$ cat src/rtl/shift_add_multiplier_ctrl.sv
// Multi-cycle unsigned shift-and-add multiplier controller driving one shared CLA adder.
// Optional zero-operand early exit is enabled by defining MUL_EARLY_EXIT_EN.

module carry_look_ahead_adder #(
    parameter int BITS = 32
) (
    input  logic [BITS-1:0] summand1,
    input  logic [BITS-1:0] summand2,
    output logic [BITS:0]   sum
);
    logic [BITS-1:0] gen;
    logic [BITS-1:0] prop;

    assign gen  = summand1 & summand2;
    assign prop = summand1 ^ summand2;

    // Carry c[i+1] = g[i] | p[i]&c[i], unrolled by the loop into the lookahead terms.
    always_comb begin
        logic c;
        c   = 1'b0;
        sum = '0;
        for (int i = 0; i < BITS; i++) begin
            sum[i] = prop[i] ^ c;
            c      = gen[i] | (prop[i] & c);
        end
        sum[BITS] = c;
    end
endmodule

module shift_add_multiplier_ctrl #(
    parameter int BITS = 32
) (
    input  logic            clock,
    input  logic            clear,
    input  logic            start,
    input  logic [BITS-1:0] mcand,
    input  logic [BITS-1:0] mplier,
    output logic            busy,
    output logic            done,
    output logic [BITS-1:0] product_hi,
    output logic [BITS-1:0] product_lo
);
    localparam int CW = $clog2(BITS) + 1;
    localparam logic [CW-1:0] LAST = CW'(BITS - 1);

    typedef enum logic [1:0] {
        IDLE = 2'd0,
        RUN  = 2'd1,
        DONE = 2'd2
    } state_t;

    state_t          state, state_next;
    logic [BITS-1:0] m_reg, m_next;
    logic [BITS-1:0] a_reg, a_next;
    logic [BITS-1:0] q_reg, q_next;
    logic [BITS-1:0] hi_reg, hi_next;
    logic [BITS-1:0] lo_reg, lo_next;
    logic [CW-1:0]   count, count_next;
    logic [BITS-1:0] addend;
    logic [BITS:0]   sum;

    // Partial product is M when the multiplier bit being retired is set.
    assign addend = q_reg[0] ? m_reg : '0;

    carry_look_ahead_adder #(.BITS(BITS)) u_adder (
        .summand1 (a_reg),
        .summand2 (addend),
        .sum      (sum)
    );

    always_ff @(posedge clock) begin
        if (clear) begin
            state  <= IDLE;
            m_reg  <= '0;
            a_reg  <= '0;
            q_reg  <= '0;
            hi_reg <= '0;
            lo_reg <= '0;
            count  <= '0;
        end else begin
            state  <= state_next;
            m_reg  <= m_next;
            a_reg  <= a_next;
            q_reg  <= q_next;
            hi_reg <= hi_next;
            lo_reg <= lo_next;
            count  <= count_next;
        end
    end

    always_comb begin
        state_next = state;
        m_next     = m_reg;
        a_next     = a_reg;
        q_next     = q_reg;
        hi_next    = hi_reg;
        lo_next    = lo_reg;
        count_next = count;
        case (state)
            IDLE: begin
                if (start) begin
                    m_next     = mcand;
                    q_next     = mplier;
                    a_next     = '0;
                    count_next = '0;
                    state_next = RUN;
`ifdef MUL_EARLY_EXIT_EN
                    if (mcand == '0 || mplier == '0) begin
                        hi_next    = '0;
                        lo_next    = '0;
                        state_next = DONE;
                    end
`endif
                end
            end
            RUN: begin
                // {S, Q} shifted right by one: the carry lands in A's MSB, S[0] in Q's MSB.
                a_next     = sum[BITS:1];
                q_next     = {sum[0], q_reg[BITS-1:1]};
                count_next = count + CW'(1);
                if (count == LAST) begin
                    hi_next    = sum[BITS:1];
                    lo_next    = {sum[0], q_reg[BITS-1:1]};
                    state_next = DONE;
                end
            end
            DONE: begin
                state_next = IDLE;
            end
            default: begin
                state_next = IDLE;
            end
        endcase
    end

    assign busy       = (state != IDLE);
    assign done       = (state == DONE);
    assign product_hi = hi_reg;
    assign product_lo = lo_reg;
endmodule

$ cat config.mk
export PLATFORM = sky130hd
export DESIGN_NAME = shift_add_multiplier_ctrl
export DESIGN_NICKNAME = d
export VERILOG_FILES = /design/src/rtl/shift_add_multiplier_ctrl.sv
export SDC_FILE = /design/constraint.sdc
export NUM_CORES = 1
export LEC_CHECK = 0
export ABC_AREA = 0
export CAP_MARGIN = 5
export CORE_ASPECT_RATIO = 1.75
export CORE_MARGIN = 10
export CORE_UTILIZATION = 54
export DETAILED_ROUTE_END_ITERATION = 7
export GPL_ROUTABILITY_DRIVEN = 0
export PLACE_DENSITY = 0.81
export SYNTH_ARGS = -nofsm -noshare
export SYNTH_HDL_FRONTEND = slang
export SYNTH_SLANG_ARGS = --single-unit
$ cat constraint.sdc
create_clock -name clock -period 20.1 [get_ports clock]
set_clock_uncertainty 0.2 [all_clocks]
set_input_delay 4.02 -clock clock [delete_from_list [all_inputs] [get_ports clock]]
set_output_delay 4.02 -clock clock [all_outputs]
set_load 0.02 [all_outputs]
==> results of run 1 <==
## per-stage QoR
step / instances / setup WS, ns / util [%]
2_1_floorplan: 915 / 5.89 / -
3_3_place_gp: 1169 / 5.45 / 63.4
3_5_place_dp: 1169 / 5.37 / 63.4
4_1_cts: 1201 / 5.28 / 67.5
5_1_grt: 1201 / 4.89 / 67.5
6_report: 1201 / 5.43 / 67.5
## critical path, delay by kind of cell, from the launching register on
family                     cells  cell delay (ns)
adders and majority gates     31            13.13
and+or+nand+nor                2             0.18
buffers and inverters          3             0.44
muxes                          1             0.31
DFF                            1             0.32
## final cells by class
class	instances	area (um^2)	share of cell area [%]
timing repair buffer	143	1410	14.1
clock buffer	18	439	4.41
inverter	33	124	1.24
clock inverter	14	164	1.65
tap	183	229	2.30
multi-input combinational	642	4230	42.5
sequential	168	3360	33.8
## synthesized netlist by cell type, drive strengths merged
master	instances	area, um^2
a31oi	2	12.5
inv	33	124
mux2	31	349
a211oi	1	7.51
nor3b	1	12.5
a21oi	99	495
buf	35	218
nor4	2	12.5
or2	1	6.26
o311ai	1	8.76
o211ai	1	7.51
nand3	38	190
nor2b	32	200
nand4	1	6.26
and2b	1	7.51
nand2	97	364
nor2	66	248
nor3	32	165
and2	2	12.5
ha	2	25.0
o21ai	1	5.00
mux2i	33	330
or4	1	7.51
fa	31	621
dfxtp	168	3360
clkbuf	37	139
or3b	32	280
nand3b	2	15.0
o21ba	1	10.0
nand2b	129	807
or3	2	12.5
## logic make-up (layout without fill, tap and decap cells)
| kind of cell | Yosys count | count (layout) | share of synthesized area, % |
|---|---|---|---|
| multiplexers | 64 | 64 | 8.43 |
| adder cells (fa/ha/maj) | 33 | 33 | 8.01 |
| AND/OR/NAND/NOR | 439 | 439 | 29.1 |
| AO/OA/AOI/OAI | 106 | 106 | 6.78 |
| buffers and inverters | 105 | 208 | 5.96 |
| flip-flops | 168 | 168 | 41.7 |
## per-layer routing
metal / GRT usage [%] / up-vias / wire (um)
met4: 5.71 / 0 / 233
li1: - / 3149 / -
met5: 0 / - / 0
met3: 3.43 / 14 / 609
met1: 21.1 / 2946 / 7620
met2: 32.1 / 124 / 9540
## final timing paths
path         slack (ns)      start  cells past startpoint              to
min                0.25  m_reg[23]                      2       m_reg[23]
max reg2reg        5.43   q_reg[0]                     37  product_hi[30]
min reg2reg        0.25  m_reg[23]                      2       m_reg[23]
max                5.43   q_reg[0]                     37  product_hi[30]
## power breakdown
group | switching (mW) | leakage, nW | total, mW | internal [mW]
Clock | 0.140 | 0.292 | 0.330 | 0.190
Combinational | 0.0385 | 1.71 | 0.0723 | 0.0338
Sequential | 0.00709 | 1.37 | 0.351 | 0.344
Total | 0.186 | 3.37 | 0.754 | 0.568
==> out/qor.txt, run 1 <==
status = finished, final reports clean
synthesized instance count = 915
Global Route Usage Sum = 18.0%
max-cap violation count = 0
final setup vio count = 0
most frequent cells in the layout = dfxtp_1 (167), clkdlybuf4s50_1 (131), nand2b_1 (128)
yosys warns = 0
crit start category = flop
Remaining DRCs = 0
post-CTS sizing = 0
total power = 754 uW
initial antenna violation count = 0
CP Class = reg2reg
Post-Syn Nets = 1015
TritonCTS clock tree = built
Synth Area per Inst = 8.81 um^2
Slew Viols, Final = 0
largest net degree at the start of global routing = 150
proportion of layout cells with a drive suffix above 1 = 8.45%
slowest stage delay, CP = 0.52 ns
crit path max fanout = 32
post-synth cell types = 37
Max Freq = 68.1 MHz
postcts setup bufs = 0
CP Capture Type = flop
Max H-tree Level = 4
fin crit period = 14.67 ns
DP Wirelength = 11.8 mm
Vias/cell = 5.19
Crit path top cell by count = fa_1
Nets = 1105
pwr dens = 75.7 nW/um^2
RSZ-0062 raised after global routing = no
Rows = 59
Layout Area Growth over Synthesis = 23.5%
commonest non-fill, non-tap cell in the layout = dfxtp_1
share of the yosys chip area belonging to registers = 41.7%
required time worst endpoint = 20.20 ns
CTS clk-pin slew, worst paths = 0.06 ns
Fin Hold WS = 0.254 ns
Slew headroom = 40.3%
worst skew pair latency = 0.42 ns
Num CTS Buffers = 17
detailed-route via count = 6233
Hold Vio Cnt, Final = 0
DRC marker count from the first detailed-route iteration = 243
Max rail drop VDD = 0.0453 mV
Root Driver = clkbuf_16
Initial Utilization = 54.6%
Cell Area, Synth = 8060 um^2
die extent in y = 182 um
Routed WL per cell = 15.0 um
Routed Antenna Nets = 0
Post-CTS Hold Buffers = 0
Area after DPL = 9360 um^2
Port Buffer Count = 132
CTS sink count = 168
n_diodes = 0
Worst Hold Class = reg2reg
Filler Cell Count = 1231
I/O pin count = 133
Tcrit/Tclk final = 73.0%
CP max-delay cell = fa_1
Pleak = 3.37 nW
clock tree buffer depth = 2
#FFs+latches synth = 168
Worst Path Arrival = 14.78 ns
DRT Pass-1 Iters = 4
full die area = 20400 um^2
Die X = 112 um
final wirelength = 18.0 mm
Fin Setup TNS = 0 ns
vias in the first global route = 6461
grt ovf = 0
Core ar. = 14800 um^2
worst slew pin tran = 0.896 ns
post-route cell area = 9960 um^2
first-pass GRT wire length = 31.0 mm
Power figures use the tool's default switching activity.
==> inputs of run 2 (changes only) <==
- CORE_UTILIZATION: 54 -> 49
- PLACE_DENSITY: 0.81 -> 0.77
- clock period: 20.1 -> 13.35 ns (I/O delays scaled with it)
==> out/qor.txt, run 2 (same netlist as run 1, synthesis figures left out) <==
Core ar. = 16300 um^2
Crit path top cell by count = fa_2
Max rail drop VDD = 0.0743 mV
Clock power frac = 41.9%
Fin Hold WS = 0.255 ns
dpl cells = 1177
worst skew pair latency = 0.43 ns
Internal = 812 uW
Port Buffer Count = 132
most frequent cells in the layout = dfxtp_1 (167), clkdlybuf4s50_1 (131), nand2b_1 (128)
Nets = 1104
Tcrit/Tclk final = 97.0%
reg2reg end = product_hi[30]
Worst Setup SP = m_reg[0]
DP Wirelength = 12.0 mm
initial antenna violation count = 0
Worst Hold Class = reg2reg
Slew headroom = 35.7%
CP bufs+invs = 3
Root Driver = clkbuf_16
post-place setup slack = -0.406 ns
worst setup margin = 0.402 ns
register-to-register path setup slack = 0.40 ns
critical path depth = 38
postcts setup bufs = 0
Layout Area Growth over Synthesis = 23.6%
fin cells = 1209
required time worst endpoint = 13.47 ns
critical path endpoint = product_hi[30]
Vias/cell = 5.12
Slew Viols, Final = 0
max-cap violation count = 0
Routed Antenna Nets = 0
Max Freq = 77.2 MHz
vias in the first global route = 6372
first-pass GRT wire length = 31.4 mm
clock tree buffer depth = 2
final setup vio count = 0
CTS sink count = 168
RSZ-0062 raised after global routing = no
Area after DPL = 9400 um^2
slowest stage delay, CP = 0.51 ns
detailed-route via count = 6189
crit path max fanout = 2
Die X = 117 um
status = finished, final reports clean
n_diodes = 0
Rows = 62
final wirelength = 18.4 mm
Routed WL per cell = 15.2 um
commonest non-fill, non-tap cell in the layout = dfxtp_1
Hold Path Origin = m_reg[23]
sw power = 289 uW
TritonCTS clock tree = built
fin crit period = 12.95 ns
full die area = 22200 um^2
DRC marker count from the first detailed-route iteration = 248
I/O pin count = 133
crit start category = flop
Hold Vio Cnt, Final = 0
DRT Pass-1 Iters = 4
grt ovf = 0
CP Capture Type = flop
family with the most delay on the worst path = adder cells
Global Route Usage Sum = 17.2%
Fin Setup TNS = 0 ns
part of the power in registers = 48.0%
proportion of layout cells with a drive suffix above 1 = 10.9%
largest net degree at the start of global routing = 159
Num CTS Buffers = 17
Comb pwr share = 10.0%
CP max-delay cell = fa_1
CTS clk-pin slew, worst paths = 0.07 ns
Reg-to-Reg Start = m_reg[0]
worst r2r path cells = 38
worst slew pin tran = 0.965 ns
switching share of power = 26.2%
Post-CTS Hold Buffers = 0
Remaining DRCs = 0
Pleak = 3.36 nW
Worst Path Arrival = 13.07 ns
total power = 1.10 mW
die extent in y = 190 um
fin util = 61.2%
Initial Utilization = 49.5%
post-route cell area = 9970 um^2
pwr dens = 110 nW/um^2
Max H-tree Level = 4
CP Class = reg2reg
-- run 2: cell types whose count changed in the layout (fill, tap and decap cells not counted), moves of 2 or more --
cell	change
bufinv_16	-2
clkinv_4	-2
fa_1	-27
fa_2	+27
inv_6	+4
inv_8	-2
-- run 2: metal layers --
metal  routed length (um)  global-route usage [%]  part of all wire (%)  up-vias
li1                     -                       -                     -     3146
met1                 7640                    20.1                    42     2916
met2                 9710                    30.6                    53      108
met3                  721                    3.12                   3.9       19
met4                  284                    5.64                   1.5        0
met5                    0                       0                     0        -
-- run 2: power by group through the flow --
stage / Clock, mW / Sequential [mW] / Combinational [mW]
after floorplan: 0 / 0.537 / 0.0754
after global placement: 0 / 0.540 / 0.109
after detailed placement: 0 / 0.540 / 0.111
after CTS: 0.474 / 0.529 / 0.112
after global routing: 0.495 / 0.531 / 0.125
final: 0.462 / 0.529 / 0.110
-- run 2: worst min path at each step --
stage | end | slack (ns) | cells after the start
after floorplan | m_reg[0] | 0.23 | 2
after global placement | m_reg[30] | 0.24 | 2
after detailed placement | m_reg[2] | 0.25 | 2
after CTS | m_reg[2] | 0.26 | 2
after global routing | m_reg[20] | 0.27 | 2
final | m_reg[23] | 0.25 | 2
-- run 2: repair_timing --
action	in CTS	in global routing
pin swaps	0	3
resized for setup	8	4
setup endpoints to repair	4	4
-- run 2: cell type report --
type,count,area (um^2)
tap,192,240
clock buffer,18,429
timing repair buffer,142,1400
multi-input combinational,642,4300
sequential,168,3360
inverter,33,124
clock inverter,14,111
fill,1388,6320
-- run 2: worst reg2reg max path, delay by kind of cell, from the launching register on --
family	cells	cell delay (ns)
adder cells (fa/ha/maj)	32	11.62
buffers and inverters	3	0.19
flip-flops	1	0.32
multiplexers	1	0.31
AND/OR/NAND/NOR	2	0.18
==> inputs of run 3 (changes only) <==
--- a/config.mk
+++ b/config.mk
@@ -11,7 +11,9 @@
 export CORE_MARGIN = 10
 export CORE_UTILIZATION = 49
+export CTS_CLUSTER_DIAMETER = 150
 export DETAILED_ROUTE_END_ITERATION = 7
 export GPL_ROUTABILITY_DRIVEN = 0
 export PLACE_DENSITY = 0.77
+export RECOVER_POWER = 100
 export SYNTH_ARGS = -nofsm -noshare
 export SYNTH_HDL_FRONTEND = slang
--- a/constraint.sdc
+++ b/constraint.sdc
@@ -3,3 +3,3 @@
 set_input_delay 2.67 -clock clock [delete_from_list [all_inputs] [get_ports clock]]
 set_output_delay 2.67 -clock clock [all_outputs]
-set_load 0.02 [all_outputs]
+set_load 0.05 [all_outputs]
==> out/qor.txt, run 3 (same netlist as run 1, synthesis figures left out) <==
status = finished, violations left
failing checks = capacitance limit, slew limit
post-route cell area = 9970 um^2
hold depth = 2
Max Freq = 77.0 MHz
Clock power frac = 42.4%
Layout Area Growth over Synthesis = 23.7%
Routed WL per cell = 15.3 um
Max rail drop VDD = 0.0793 mV
commonest non-fill, non-tap cell in the layout = dfxtp_1
CP Class = reg2reg
sw power = 289 uW
worst skew pair latency = 0.43 ns
Post-CTS Hold Buffers = 0
dpl cells = 1177
Num CTS Buffers = 17
TritonCTS clock tree = built
worst slew pin tran = 3.59 ns
Root Driver = clkbuf_16
n_diodes = 0
largest net degree at the start of global routing = 159
Crit path top cell by count = fa_2
vias in the first global route = 6424
Slew Viols, Final = 234
crit path max fanout = 2
proportion of layout cells with a drive suffix above 1 = 10.2%
Hold Vio Cnt, Final = 0
Worst Hold Class = reg2reg
Tcrit/Tclk final = 97.2%
fin cells = 1209
fin crit period = 12.98 ns
postcts setup bufs = 0
Worst Path Arrival = 13.09 ns
Internal = 825 uW
switching share of power = 25.9%
Comb pwr share = 10.1%
final wirelength = 18.6 mm
Nets = 1104
DRT Pass-1 Iters = 6
Die X = 117 um
RSZ-0062 raised after global routing = no
CTS clk-pin slew, worst paths = 0.06 ns
register-to-register path setup slack = 0.37 ns
Rows = 62
Vias/cell = 5.16
Max H-tree Level = 4
Fin Hold WS = 0.254 ns
die extent in y = 190 um
CTS sink count = 168
max-cap violation count = 4
worst r2r path cells = 38
DRC marker count from the first detailed-route iteration = 332
Port Buffer Count = 132
Pleak = 3.60 nW
first-pass GRT wire length = 31.3 mm
slowest stage delay, CP = 0.51 ns
part of the power in registers = 47.5%
total power = 1.11 mW
Global Route Usage Sum = 17.2%
pwr dens = 112 nW/um^2
grt ovf = 0
CP max-delay cell = fa_1
detailed-route via count = 6243
CP Capture Type = flop
post-place setup slack = -0.431 ns
Routed Antenna Nets = 0
crit start category = flop
Area after DPL = 9400 um^2
worst setup margin = 0.370 ns
full die area = 22200 um^2
most frequent cells in the layout = dfxtp_1 (168), nand2b_1 (129), a21oi_1 (99)
Slew headroom = -139%
Initial Utilization = 49.5%
DP Wirelength = 12.1 mm
required time worst endpoint = 13.46 ns
final setup vio count = 0
clock tree buffer depth = 2
Remaining DRCs = 0
I/O pin count = 133
initial antenna violation count = 0
Core ar. = 16300 um^2
[run 3: per-layer routing]
metal | vias to the layer above | part of all wire [%] | global-route usage (%)
li1 | 3146 | - | -
met1 | 2980 | 41 | 19.9
met2 | 98 | 54 | 30.4
met3 | 19 | 3.5 | 3.19
met4 | 0 | 1.5 | 5.92
met5 | - | 0 | 0
[run 3: repair_timing]
item,in CTS,in global routing
pin swaps,0,3
gates resized for setup,9,3
endpoints found under the setup margin,4,4
cloned,0,0
[run 3: critical path, delay by kind of cell (launching register included)]
family / cells / cell delay, ns
adders and majority gates: 32 / 11.64
buffers and inverters: 3 / 0.19
DFF: 1 / 0.33
muxes: 1 / 0.32
and+or+nand+nor: 2 / 0.18
[run 3: worst paths after layout]
| path | end | from |
|---|---|---|
| setup / recovery | product_hi[30] | m_reg[0] |
| hold / removal | m_reg[1] | m_reg[1] |
| setup reg to reg | product_hi[30] | m_reg[0] |
| hold reg to reg | m_reg[1] | m_reg[1] |
[run 3: layout make-up]
type,count,area [um^2]
Timing Repair Buffer,142,1380
Fill cell,1436,6320
Clock buffer,20,457
Inverter,33,124
Sequential cell,168,3360
Tap cell,192,240
Clock inverter,12,108
Multi-Input combinational cell,642,4300
[run 3: power groups by stage]
stage / Sequential [mW] / Clock (mW) / Combinational, mW
detailed placement: 0.540 / 0 / 0.112
global route: 0.531 / 0.503 / 0.126
global placement: 0.540 / 0 / 0.110
CTS: 0.529 / 0.482 / 0.113
finish: 0.529 / 0.472 / 0.112
floorplan: 0.537 / 0 / 0.0760
[run 3: metrics by stage]
stage | util (%) | TNS [ns]
2_1_floorplan | - | 0
3_3_place_gp | 57.7 | -0.265
3_5_place_dp | 57.7 | -1.03
4_1_cts | 61.3 | 0
5_1_grt | 61.2 | 0
6_report | 61.2 | 0
